==> src/rtl/adder_trigger_guard.sv <==
// Registered a+b+cin adder with valid/ready handshake and a repeated-vector trigger monitor.
// Optional build macro ADDER_GUARD_QUARANTINE_EN blocks new vectors while the alarm is raised.
module adder_trigger_guard #(
  parameter int unsigned WIDTH        = 8,
  parameter int unsigned REPEAT_LIMIT = 6,
  parameter int unsigned CNT_W        = 4
) (
  input  logic             clk,
  input  logic             rst_n,
  input  logic             in_valid,
  output logic             in_ready,
  input  logic [WIDTH-1:0] a,
  input  logic [WIDTH-1:0] b,
  input  logic             cin,
  output logic             out_valid,
  input  logic             out_ready,
  output logic [WIDTH-1:0] sum,
  output logic             cout,
  output logic             alarm,
  input  logic             alarm_clr,
  output logic [CNT_W-1:0] repeat_cnt
);

  localparam int unsigned    KeyW     = 2 * WIDTH + 1;
  localparam logic [CNT_W-1:0] CntOne   = CNT_W'(1);
  localparam logic [CNT_W-1:0] CntLimit = CNT_W'(REPEAT_LIMIT);

`ifdef ADDER_GUARD_QUARANTINE_EN
  localparam bit Quarantine = 1'b1;
`else
  localparam bit Quarantine = 1'b0;
`endif

  typedef enum logic [1:0] {StIdle, StTrack, StAlarm} state_e;

  state_e            state_q, state_d;
  logic [KeyW-1:0]   key_q, key_d;
  logic [CNT_W-1:0]  cnt_q, cnt_d;
  logic              alarm_q, alarm_d;
  logic              out_valid_q, out_valid_d;
  logic [WIDTH:0]    res_q, res_d;

  logic              accept;
  logic [KeyW-1:0]   key;
  logic [WIDTH:0]    sum_full;

  assign in_ready = (!out_valid_q || out_ready) && !(Quarantine && alarm_q);
  assign accept   = in_valid && in_ready;
  assign key      = {a, b, cin};
  assign sum_full = {1'b0, a} + {1'b0, b} + (WIDTH + 1)'(cin);

  always_comb begin
    out_valid_d = out_valid_q;
    res_d       = res_q;
    if (accept) begin
      out_valid_d = 1'b1;
      res_d       = sum_full;
    end else if (out_ready) begin
      out_valid_d = 1'b0;
    end
  end

  always_comb begin
    state_d = state_q;
    key_d   = key_q;
    cnt_d   = cnt_q;
    alarm_d = alarm_q;
    if (alarm_clr) begin
      // The clear ends the old run; a simultaneous accept seeds a fresh one.
      alarm_d = 1'b0;
      if (accept) begin
        state_d = StTrack;
        key_d   = key;
        cnt_d   = CntOne;
      end else begin
        state_d = StIdle;
        key_d   = '0;
        cnt_d   = '0;
      end
    end else begin
      unique case (state_q)
        StIdle: begin
          if (accept) begin
            state_d = StTrack;
            key_d   = key;
            cnt_d   = CntOne;
          end
        end
        StTrack: begin
          if (accept) begin
            if (key == key_q) begin
              cnt_d = cnt_q + CntOne;
            end else begin
              key_d = key;
              cnt_d = CntOne;
            end
            if (cnt_d == CntLimit) begin
              state_d = StAlarm;
              alarm_d = 1'b1;
            end
          end
        end
        StAlarm: begin
          alarm_d = 1'b1;
        end
        default: begin
          state_d = StIdle;
        end
      endcase
    end
  end

  always_ff @(posedge clk) begin
    if (!rst_n) begin
      state_q     <= StIdle;
      key_q       <= '0;
      cnt_q       <= '0;
      alarm_q     <= 1'b0;
      out_valid_q <= 1'b0;
      res_q       <= '0;
    end else begin
      state_q     <= state_d;
      key_q       <= key_d;
      cnt_q       <= cnt_d;
      alarm_q     <= alarm_d;
      out_valid_q <= out_valid_d;
      res_q       <= res_d;
    end
  end

  assign out_valid  = out_valid_q;
  assign sum        = res_q[WIDTH-1:0];
  assign cout       = res_q[WIDTH];
  assign alarm      = alarm_q;
  assign repeat_cnt = cnt_q;

endmodule
==> config.mk <==
export PLATFORM = sky130hd
export DESIGN_NAME = adder_trigger_guard
export DESIGN_NICKNAME = d
export VERILOG_FILES = /design/src/rtl/adder_trigger_guard.sv
export SDC_FILE = /design/constraint.sdc
export NUM_CORES = 1
export LEC_CHECK = 0
export ABC_AREA = 1
export BUFFER_PORTS_ARGS = -buffer_cell sky130_fd_sc_hd__buf_2
export CAP_MARGIN = 25
export CORE_MARGIN = 2
export CORE_UTILIZATION = 45
export DETAILED_ROUTE_END_ITERATION = 10
export PLACE_DENSITY = 0.67
export SYNTH_ARGS = -nofsm -noshare
export SYNTH_HDL_FRONTEND = slang
export SYNTH_SLANG_ARGS = --single-unit
==> constraint.sdc <==
create_clock -name clk -period 2.69 [get_ports clk]
set_input_delay 0.807 -clock clk [delete_from_list [all_inputs] [get_ports clk]]
set_output_delay 0.807 -clock clk [all_outputs]
set_load 0.03 [all_outputs]
==> impl_metrics.prom, run 1 <==
# TYPE chip_impl_metric gauge
chip_impl_metric{name="cts_max_path_buffers",unit=""} 2
chip_impl_metric{name="postRouteWirelength",unit="um"} 4446
chip_impl_metric{name="floorplan.core_area",unit="mm^2"} 0.004324
chip_impl_metric{name="postCtsResizedCells",unit=""} 0
chip_impl_info{name="critical_path.top_delay_family",value="adder cells"} 1
chip_impl_metric{name="tritoncts.num_buffers",unit=""} 5
chip_impl_info{name="layout_commonest_cell",value="nand2_1"} 1
chip_impl_metric{name="hold_buffers",unit=""} 0
chip_impl_metric{name="io_pins",unit=""} 38
chip_impl_metric{name="layout.filler_cells",unit=""} 463
chip_impl_metric{name="powerDensity",unit="mW/mm^2"} 521.2
chip_impl_metric{name="total_gr_overflow",unit=""} 0
chip_impl_metric{name="syn-cell-area",unit="mm^2"} 0.002017
chip_impl_metric{name="post-synth-top-area-fraction",unit="%"} 33.75
chip_impl_metric{name="first_pass_drt_iterations",unit=""} 4
chip_impl_metric{name="clkTransAtPathRegs",unit="ns"} 0.07
chip_impl_metric{name="slew_viol_final",unit=""} 0
chip_impl_info{name="worstHoldPathType",value="flop to flop"} 1
chip_impl_metric{name="dpl.cell_count",unit=""} 385
chip_impl_metric{name="post-cts-setup-buffers",unit=""} 0
chip_impl_metric{name="final_cell_count_no_fill",unit=""} 392
chip_impl_metric{name="cp.required",unit="ns"} 2.87
chip_impl_metric{name="layout_min_cycle_time",unit="ns"} 2.225
chip_impl_metric{name="slew_headroom",unit="%"} 67.74
chip_impl_metric{name="synth_cells",unit=""} 302
chip_impl_metric{name="post-route-drc-count",unit=""} 0
chip_impl_info{name="critical_path.startpoint_type",value="primary input"} 1
chip_impl_metric{name="synth-seq-cells",unit=""} 34
chip_impl_metric{name="area_delta_synth_final",unit="%"} 14.64
chip_impl_metric{name="gp_routability_congestion",unit=""} 0.8417
chip_impl_info{name="synth.top_cells.by_area",value="dfxtp_1 34%, nand2_1 15%, nor2_1 9.7%"} 1
chip_impl_metric{name="ctsHtreeMaxLevel",unit=""} 2
chip_impl_metric{name="rows",unit=""} 24
chip_impl_metric{name="detail_route.vias_per_cell",unit=""} 4.865
chip_impl_metric{name="vdd_ir_drop_max",unit="mV"} 0.2784
chip_impl_metric{name="cts.sinks",unit=""} 34
chip_impl_metric{name="die_h",unit="um"} 70.95
chip_impl_metric{name="final_hold_viol_count",unit=""} 0
chip_impl_metric{name="max_clock_freq",unit="MHz"} 449.4
chip_impl_metric{name="total_leakage_power",unit="nW"} 1.198
chip_impl_metric{name="initial_util",unit="%"} 46.64
chip_impl_metric{name="synth.net_count",unit=""} 334
chip_impl_metric{name="grt_antenna_before_repair",unit=""} 0
chip_impl_metric{name="fin_worst_hold_slack",unit="ns"} 0.4808
chip_impl_metric{name="routed-via-count",unit=""} 1907
chip_impl_info{name="worstSetupEndpointType",value="flop"} 1
chip_impl_metric{name="die_area",unit="mm^2"} 0.005034
chip_impl_metric{name="dp_hpwl",unit="um"} 3371
chip_impl_metric{name="wl_per_cell",unit="um"} 11.34
chip_impl_metric{name="finClkSkew",unit="ns"} 0.004036
chip_impl_info{name="crit_slowest_cell",value="fa_1"} 1
chip_impl_info{name="status",value="finished, final reports clean"} 1
chip_impl_info{name="ctsRootBufferMaster",value="clkbuf_8"} 1
chip_impl_metric{name="syn-mean-instance-area",unit="um^2"} 6.679
chip_impl_info{name="critical_path.cell_chain",value="buf_2 -> inv_1 -> fa_1 -> inv_1 -> fa_1 -> nand3_1 -> nand2_1 -> nand2_1 -> nand2_1 -> a21oi_1 -> nor2_1 -> o21ai_0 -> a21oi_1"} 1
chip_impl_metric{name="port_buffers",unit=""} 37
chip_impl_info{name="grt_setup_unrepaired",value="no"} 1
chip_impl_metric{name="critical_path.max_stage_delay",unit="ns"} 0.40
chip_impl_metric{name="finalInstanceArea",unit="mm^2"} 0.002312
chip_impl_metric{name="post_dp_cell_area",unit="mm^2"} 0.002236
chip_impl_metric{name="postRouteAntennaNets",unit=""} 0
chip_impl_metric{name="die-width",unit="um"} 70.95
chip_impl_metric{name="global_route_usage_over_all_layers",unit="%"} 18.96
chip_impl_metric{name="setup_total_negative_slack",unit="ns"} 0
chip_impl_metric{name="worstMarginPinSlew",unit="ns"} 0.4810
chip_impl_metric{name="yosysSeqAreaShare",unit="%"} 33.75
chip_impl_info{name="most-common-layout-cells",value="80 x nand2_1, 52 x nor2_1, 37 x buf_2"} 1
chip_impl_metric{name="ys_warn_count",unit=""} 0
chip_impl_metric{name="max_cap_viol_count",unit=""} 0
chip_impl_metric{name="final_nets",unit=""} 372
chip_impl_metric{name="ys_types",unit=""} 28
chip_impl_info{name="tritoncts",value="done"} 1
chip_impl_info{name="setup.worst_path.class",value="primary input to flop"} 1
chip_impl_metric{name="antenna_cells",unit=""} 0
chip_impl_info{name="critical-path-top-cell-by-count",value="nand2_1"} 1
chip_impl_metric{name="clk_latency",unit="ns"} 0.29
chip_impl_metric{name="cp_num_buf_inv",unit=""} 3
chip_impl_metric{name="first_global_vias",unit=""} 1660
chip_impl_metric{name="finalSetupViolCount",unit=""} 0
chip_impl_metric{name="crit_fanout",unit=""} 2
chip_impl_info{name="leading_area_contributor_after_synthesis",value="dfxtp_1"} 1
chip_impl_metric{name="cp_data_arrival_time",unit="ns"} 2.40
chip_impl_metric{name="wire_length_of_the_first_global_routing_pass",unit="um"} 7452
chip_impl_metric{name="final_min_period_over_clock_period",unit="%"} 82.72
chip_impl_metric{name="drtIter0Drc",unit=""} 114
chip_impl_metric{name="post_route_cells_drive_above_1_share",unit="%"} 16.18
chip_impl_metric{name="pin_count_of_the_biggest_net_entering_global_routing",unit=""} 18
[layout make-up]
type,count,area [um^2],area share (%)
clock buffer,7,76.32,3.301
inverter,35,133.9,5.790
multi-input combinational,225,1156,50.00
sequential,34,680.7,29.44
tap,52,65.06,2.814
timing repair buffer,39,200.2,8.658
[worst paths after layout]
| check | to | depth (start not counted) | startpoint | slack [ns] |
|---|---|---|---|---|
| max | res_q[8] | 13 | a[0] | 0.46 |
| min | key_q[15] | 2 | key_q[15] | 0.48 |
| max reg2reg | key_q[3] | 10 | out_valid | 1.11 |
| min reg2reg | key_q[15] | 2 | key_q[15] | 0.48 |
[synthesized netlist by cell type]
cell type	n
dfxtp_1	34
or2_2	1
a21o_1	1
nand2_4	1
nor2_4	1
nor2_2	1
o21ai_0	17
inv_1	30
nand3_1	8
a21oi_2	1
xor2_1	4
nand2_2	1
fa_1	2
xnor2_1	11
buf_6	2
nor2_1	52
nand2_1	80
nand4_4	1
a31oi_1	1
clkbuf_1	5
buf_2	1
inv_4	1
ha_1	8
a21oi_1	28
nand4_1	5
clkinv_1	1
inv_2	3
o211ai_1	1
[routing by layer]
metal  wire length [um]  track usage (%)  share of wire [%]  vias up
li1                   -                -                  -     1024
met4                 38            5.660               0.85        0
met1               2010            24.98                 45      831
met3                303            4.416                6.8        5
met5                  0                0                  0        -
met2               2094            31.05                 47       47
[state kept, by name, indices dropped and copies added (netlist names)]
name,cells
alarm,1
key_q,17
out_valid,1
repeat_cnt,4
res_q,9
state_q,2
[worst reg2reg max path, stage by stage, from the launching register on]
cell and delay, ns:
dfxtp_1 0.34, nand2_1 0.10, nand2_2 0.18, a21oi_2 0.07, nor2_1 0.26, inv_2 0.09, nand2_4 0.17, inv_4 0.12
nand2_1 0.07, nand2_1 0.04, nor2_1 0.09
[metrics by stage]
stage                     setup slack (ns)  power, mW  util (%)
final                               0.4647      1.205     53.47
after CTS                           0.4672      1.217     53.47
after floorplan                     0.4128     0.7783         -
after global routing                0.2751      1.277     53.47
after detailed placement            0.1626     0.8582     51.71
after global placement              0.1901     0.8545     51.71
[cell families after synthesis]
logic type / share of synthesized area [%]
buffers and inverters: 8.933
adder cells (fa/ha/maj): 6.948
flip-flops: 33.75
XOR/XNOR: 6.513
AO/OA/AOI/OAI: 12.66
AND/OR/NAND/NOR: 31.20
[power by group]
group	total [mW]	switching (mW)	internal (mW)
clock	0.360	0.182	0.178
sequential	0.561	0.0219	0.539
combinational	0.284	0.182	0.103
No activity file was read; power rests on OpenSTA's default activity.
==> run 2: changes to the inputs <==
--- a/config.mk
+++ b/config.mk
@@ -5,13 +5,13 @@
 export SDC_FILE = /design/constraint.sdc
 export NUM_CORES = 1
 export LEC_CHECK = 0
-export ABC_AREA = 1
+export ABC_AREA = 0
 export BUFFER_PORTS_ARGS = -buffer_cell sky130_fd_sc_hd__buf_2
 export CAP_MARGIN = 25
 export CORE_MARGIN = 2
 export CORE_UTILIZATION = 45
 export DETAILED_ROUTE_END_ITERATION = 10
-export PLACE_DENSITY = 0.67
+export PLACE_DENSITY = 0.68
 export SYNTH_ARGS = -nofsm -noshare
 export SYNTH_HDL_FRONTEND = slang
 export SYNTH_SLANG_ARGS = --single-unit
==> constraint.sdc (replaced) <==
create_clock -name clk -period 2.06 [get_ports clk]
set_input_delay 0.618 -clock clk [delete_from_list [all_inputs] [get_ports clk]]
set_output_delay 0.618 -clock clk [all_outputs]
set_load 0.03 [all_outputs]
==> run 2 against run 1 <==
  * The run now ends with negative setup slack left
  * Design area is 11% higher
  * Worst setup slack worse by 0.64 ns
  * Highest routed layer unchanged
  * Wire length is 0.74% lower
  * Total power is 57% higher
  * Critical path type unchanged
==> impl_metrics.prom, run 2 <==
# TYPE chip_impl_metric gauge
chip_impl_metric{name="cts.sinks",unit=""} 34
chip_impl_metric{name="postRouteWirelength",unit="um"} 4413
chip_impl_metric{name="io_pins",unit=""} 38
chip_impl_info{name="grt_setup_unrepaired",value="yes"} 1
chip_impl_metric{name="ctsHtreeMaxLevel",unit=""} 2
chip_impl_metric{name="post_route_cells_drive_above_1_share",unit="%"} 43.35
chip_impl_metric{name="synth-edff-count",unit=""} 0
chip_impl_metric{name="first_pass_drt_iterations",unit=""} 4
chip_impl_metric{name="final_hold_viol_count",unit=""} 0
chip_impl_metric{name="clkTransAtPathRegs",unit="ns"} 0.07
chip_impl_metric{name="wl_per_cell",unit="um"} 14.10
chip_impl_metric{name="setup_slack",unit="ns"} -0.1729
chip_impl_metric{name="wire_length_of_the_first_global_routing_pass",unit="um"} 7127
chip_impl_metric{name="total_gr_overflow",unit=""} 0
chip_impl_metric{name="crit_fanout",unit=""} 2
chip_impl_metric{name="ys_types",unit=""} 44
chip_impl_metric{name="tritoncts.num_buffers",unit=""} 5
chip_impl_metric{name="max_clock_freq",unit="MHz"} 447.8
chip_impl_metric{name="syn-mean-instance-area",unit="um^2"} 9.619
chip_impl_metric{name="yosysSeqAreaShare",unit="%"} 37.44
chip_impl_info{name="worstHoldPathType",value="flop to flop"} 1
chip_impl_metric{name="synth.net_count",unit=""} 221
chip_impl_metric{name="synth-seq-cells",unit=""} 34
chip_impl_metric{name="first_global_vias",unit=""} 1626
chip_impl_metric{name="routed-via-count",unit=""} 1671
chip_impl_metric{name="die-width",unit="um"} 67.56
chip_impl_metric{name="final_cell_count_no_fill",unit=""} 313
chip_impl_metric{name="final_min_period_over_clock_period",unit="%"} 108.4
chip_impl_metric{name="floorplan.core_area",unit="mm^2"} 0.003943
chip_impl_info{name="violations",value="negative setup slack"} 1
chip_impl_metric{name="setup_total_negative_slack",unit="ns"} -0.1828
chip_impl_metric{name="grt_antenna_before_repair",unit=""} 0
chip_impl_metric{name="cp.required",unit="ns"} 2.24
chip_impl_metric{name="vdd_ir_drop_max",unit="mV"} 0.4597
chip_impl_metric{name="syn-cell-area",unit="mm^2"} 0.001818
chip_impl_metric{name="powerDensity",unit="mW/mm^2"} 733.3
chip_impl_info{name="largest_register",value="key_q"} 1
chip_impl_metric{name="finalSetupViolCount",unit=""} 2
chip_impl_metric{name="worstMarginPinSlew",unit="ns"} 0.4941
chip_impl_metric{name="ys_warn_count",unit=""} 0
chip_impl_metric{name="postSynth.asyncResetShare",unit="%"} 0
chip_impl_info{name="post_synth_most_frequent_cells",value="34 x dfxtp_1, 17 x xnor2_1, 13 x nand2_1, 10 x nand4_1"} 1
chip_impl_info{name="ctsRootBufferMaster",value="clkbuf_8"} 1
chip_impl_metric{name="initial_util",unit="%"} 46.11
chip_impl_info{name="synth.top_cells.by_area",value="dfxtp_1 37%, xnor2_1 8.2%, ha_1 5.5%"} 1
chip_impl_metric{name="die_h",unit="um"} 67.56
chip_impl_metric{name="die_area",unit="mm^2"} 0.004564
chip_impl_metric{name="dpl.cell_count",unit=""} 302
chip_impl_metric{name="pin_count_of_the_biggest_net_entering_global_routing",unit=""} 18
chip_impl_metric{name="cp_data_arrival_time",unit="ns"} 2.41
chip_impl_metric{name="rows",unit=""} 23
chip_impl_info{name="status",value="finished with violations"} 1
chip_impl_info{name="leading_area_contributor_after_synthesis",value="dfxtp_1"} 1
chip_impl_info{name="setup.worst_path.class",value="primary input to flop"} 1
chip_impl_metric{name="post-synth-top-area-fraction",unit="%"} 37.44
chip_impl_metric{name="layout.filler_cells",unit=""} 333
chip_impl_metric{name="gp_routability_congestion",unit=""} 0.7899
chip_impl_metric{name="max_cap_viol_count",unit=""} 0
chip_impl_metric{name="drtIter0Drc",unit=""} 60
chip_impl_metric{name="detail_route.vias_per_cell",unit=""} 5.339
chip_impl_info{name="critical_path.startpoint_type",value="primary input"} 1
chip_impl_info{name="synthMostInstantiatedCell",value="dfxtp_1"} 1
chip_impl_metric{name="clk_latency",unit="ns"} 0.29
chip_impl_metric{name="synth_cells",unit=""} 189
chip_impl_metric{name="cts_max_path_buffers",unit=""} 2
chip_impl_metric{name="post-route-drc-count",unit=""} 0
chip_impl_metric{name="total_leakage_power",unit="nW"} 1.142
chip_impl_metric{name="postRouteAntennaNets",unit=""} 0
chip_impl_metric{name="antenna_cells",unit=""} 0
chip_impl_metric{name="slew_headroom",unit="%"} 66.99
chip_impl_info{name="ys.flop_type",value="dfxtp_1"} 1
chip_impl_metric{name="hold_buffers",unit=""} 0
chip_impl_metric{name="dp_hpwl",unit="um"} 3337
chip_impl_info{name="tritoncts",value="done"} 1
chip_impl_info{name="most-common-layout-cells",value="34 x dfxtp_1, 34 x buf_2, 34 x buf_4"} 1
chip_impl_info{name="worstSetupEndpointType",value="flop"} 1
chip_impl_metric{name="port_buffers",unit=""} 37
chip_impl_metric{name="final_nets",unit=""} 294
chip_impl_metric{name="global_route_usage_over_all_layers",unit="%"} 20.92
chip_impl_metric{name="largest_register_ff_count",unit=""} 17
chip_impl_metric{name="slew_viol_final",unit=""} 0
chip_impl_metric{name="layout_min_cycle_time",unit="ns"} 2.233
chip_impl_metric{name="area_delta_synth_final",unit="%"} 41.64
chip_impl_metric{name="finClkSkew",unit="ns"} 0.006281
run 2: changes by cell type after synthesis, moves of 9 or more:
cell | before | now
nand2_1 | 80 | 13
nor2_1 | 52 | 6
inv_1 | 30 | 7
a21oi_1 | 28 | 9
o21ai_0 | 17 | 6
a22o_2 | 0 | 9
run 2: kinds of logic (layout without fill, tap and decap cells):
family / after synthesis / in the layout / synth area share, %
xor+xnor: 23 / 23 / 11.08
buf+inv: 13 / 87 / 3.510
fa+ha+maj: 10 / 10 / 7.708
flops: 34 / 34 / 37.44
compound gates: 49 / 49 / 20.99
simple gates: 60 / 60 / 19.27
run 2: final cells by class:
cell class / count / area [um^2] / share of cell area [%]
tap: 50 / 62.56 / 2.430
sequential: 34 / 680.7 / 26.43
clock inverter: 3 / 68.82 / 2.672
clock buffer: 5 / 68.82 / 2.672
timing repair buffer: 72 / 488.0 / 18.95
inverter: 7 / 43.79 / 1.701
multi-input combinational: 142 / 1162 / 45.14
run 2: through the flow:
stage	cell area, um^2	hold slack (ns)	util, %	setup slack [ns]	total power, mW
finish	2575	0.4473	65.31	-0.1729	1.888
global placement	2323	0.4392	58.93	-0.4309	1.120
floorplan	1861	0.4619	-	-0.2381	0.9677
global route	2575	0.4683	65.31	-0.2553	1.978
CTS	2510	0.4583	63.66	-0.1554	1.882
detailed placement	2323	0.4489	58.93	-0.5355	1.127
run 2: where the power goes:
group          switching, mW  total [mW]  internal (mW)
Sequential            0.0258       0.722          0.697
Clock                  0.253       0.738          0.485
Combinational          0.222       0.428          0.206
Total                  0.500        1.89           1.39
run 2: path summary, 6_finish.rpt:
kind | cells past startpoint | endpoint | startpoint | slack (ns)
max | 11 | res_q[8] | a[0] | -0.17
min | 2 | alarm | alarm | 0.45
max reg2reg | 6 | key_q[15] | key_q[4] | 0.26
min reg2reg | 2 | alarm | alarm | 0.45
run 2: timing repair:
item / in CTS / in global routing
pin swaps: 4 / 11
endpoints found under the setup margin: 18 / 23
resized for setup: 10 / 9
cloned: 0 / 0
endpoints found under the hold margin: 0 / 0
setup buffers: 2 / 5
run 2: critical path: stages:
cell     delay (ns)
buf_12         0.11
inv_12         0.04
fa_2           0.20
inv_2          0.04
fa_2           0.34
a21o_1         0.18
a21oi_2        0.13
nor2b_1        0.07
or4_1          0.41
a31oi_1        0.18
a21oi_1        0.09
run 2: layer usage:
layer / GRT usage, % / up-vias / share of wire [%]
li1: - / 833 / -
met1: 24.62 / 799 / 43
met2: 37.01 / 32 / 53
met3: 5.000 / 7 / 3.1
met4: 6.888 / 0 / 1.3
met5: 0 / - / 0
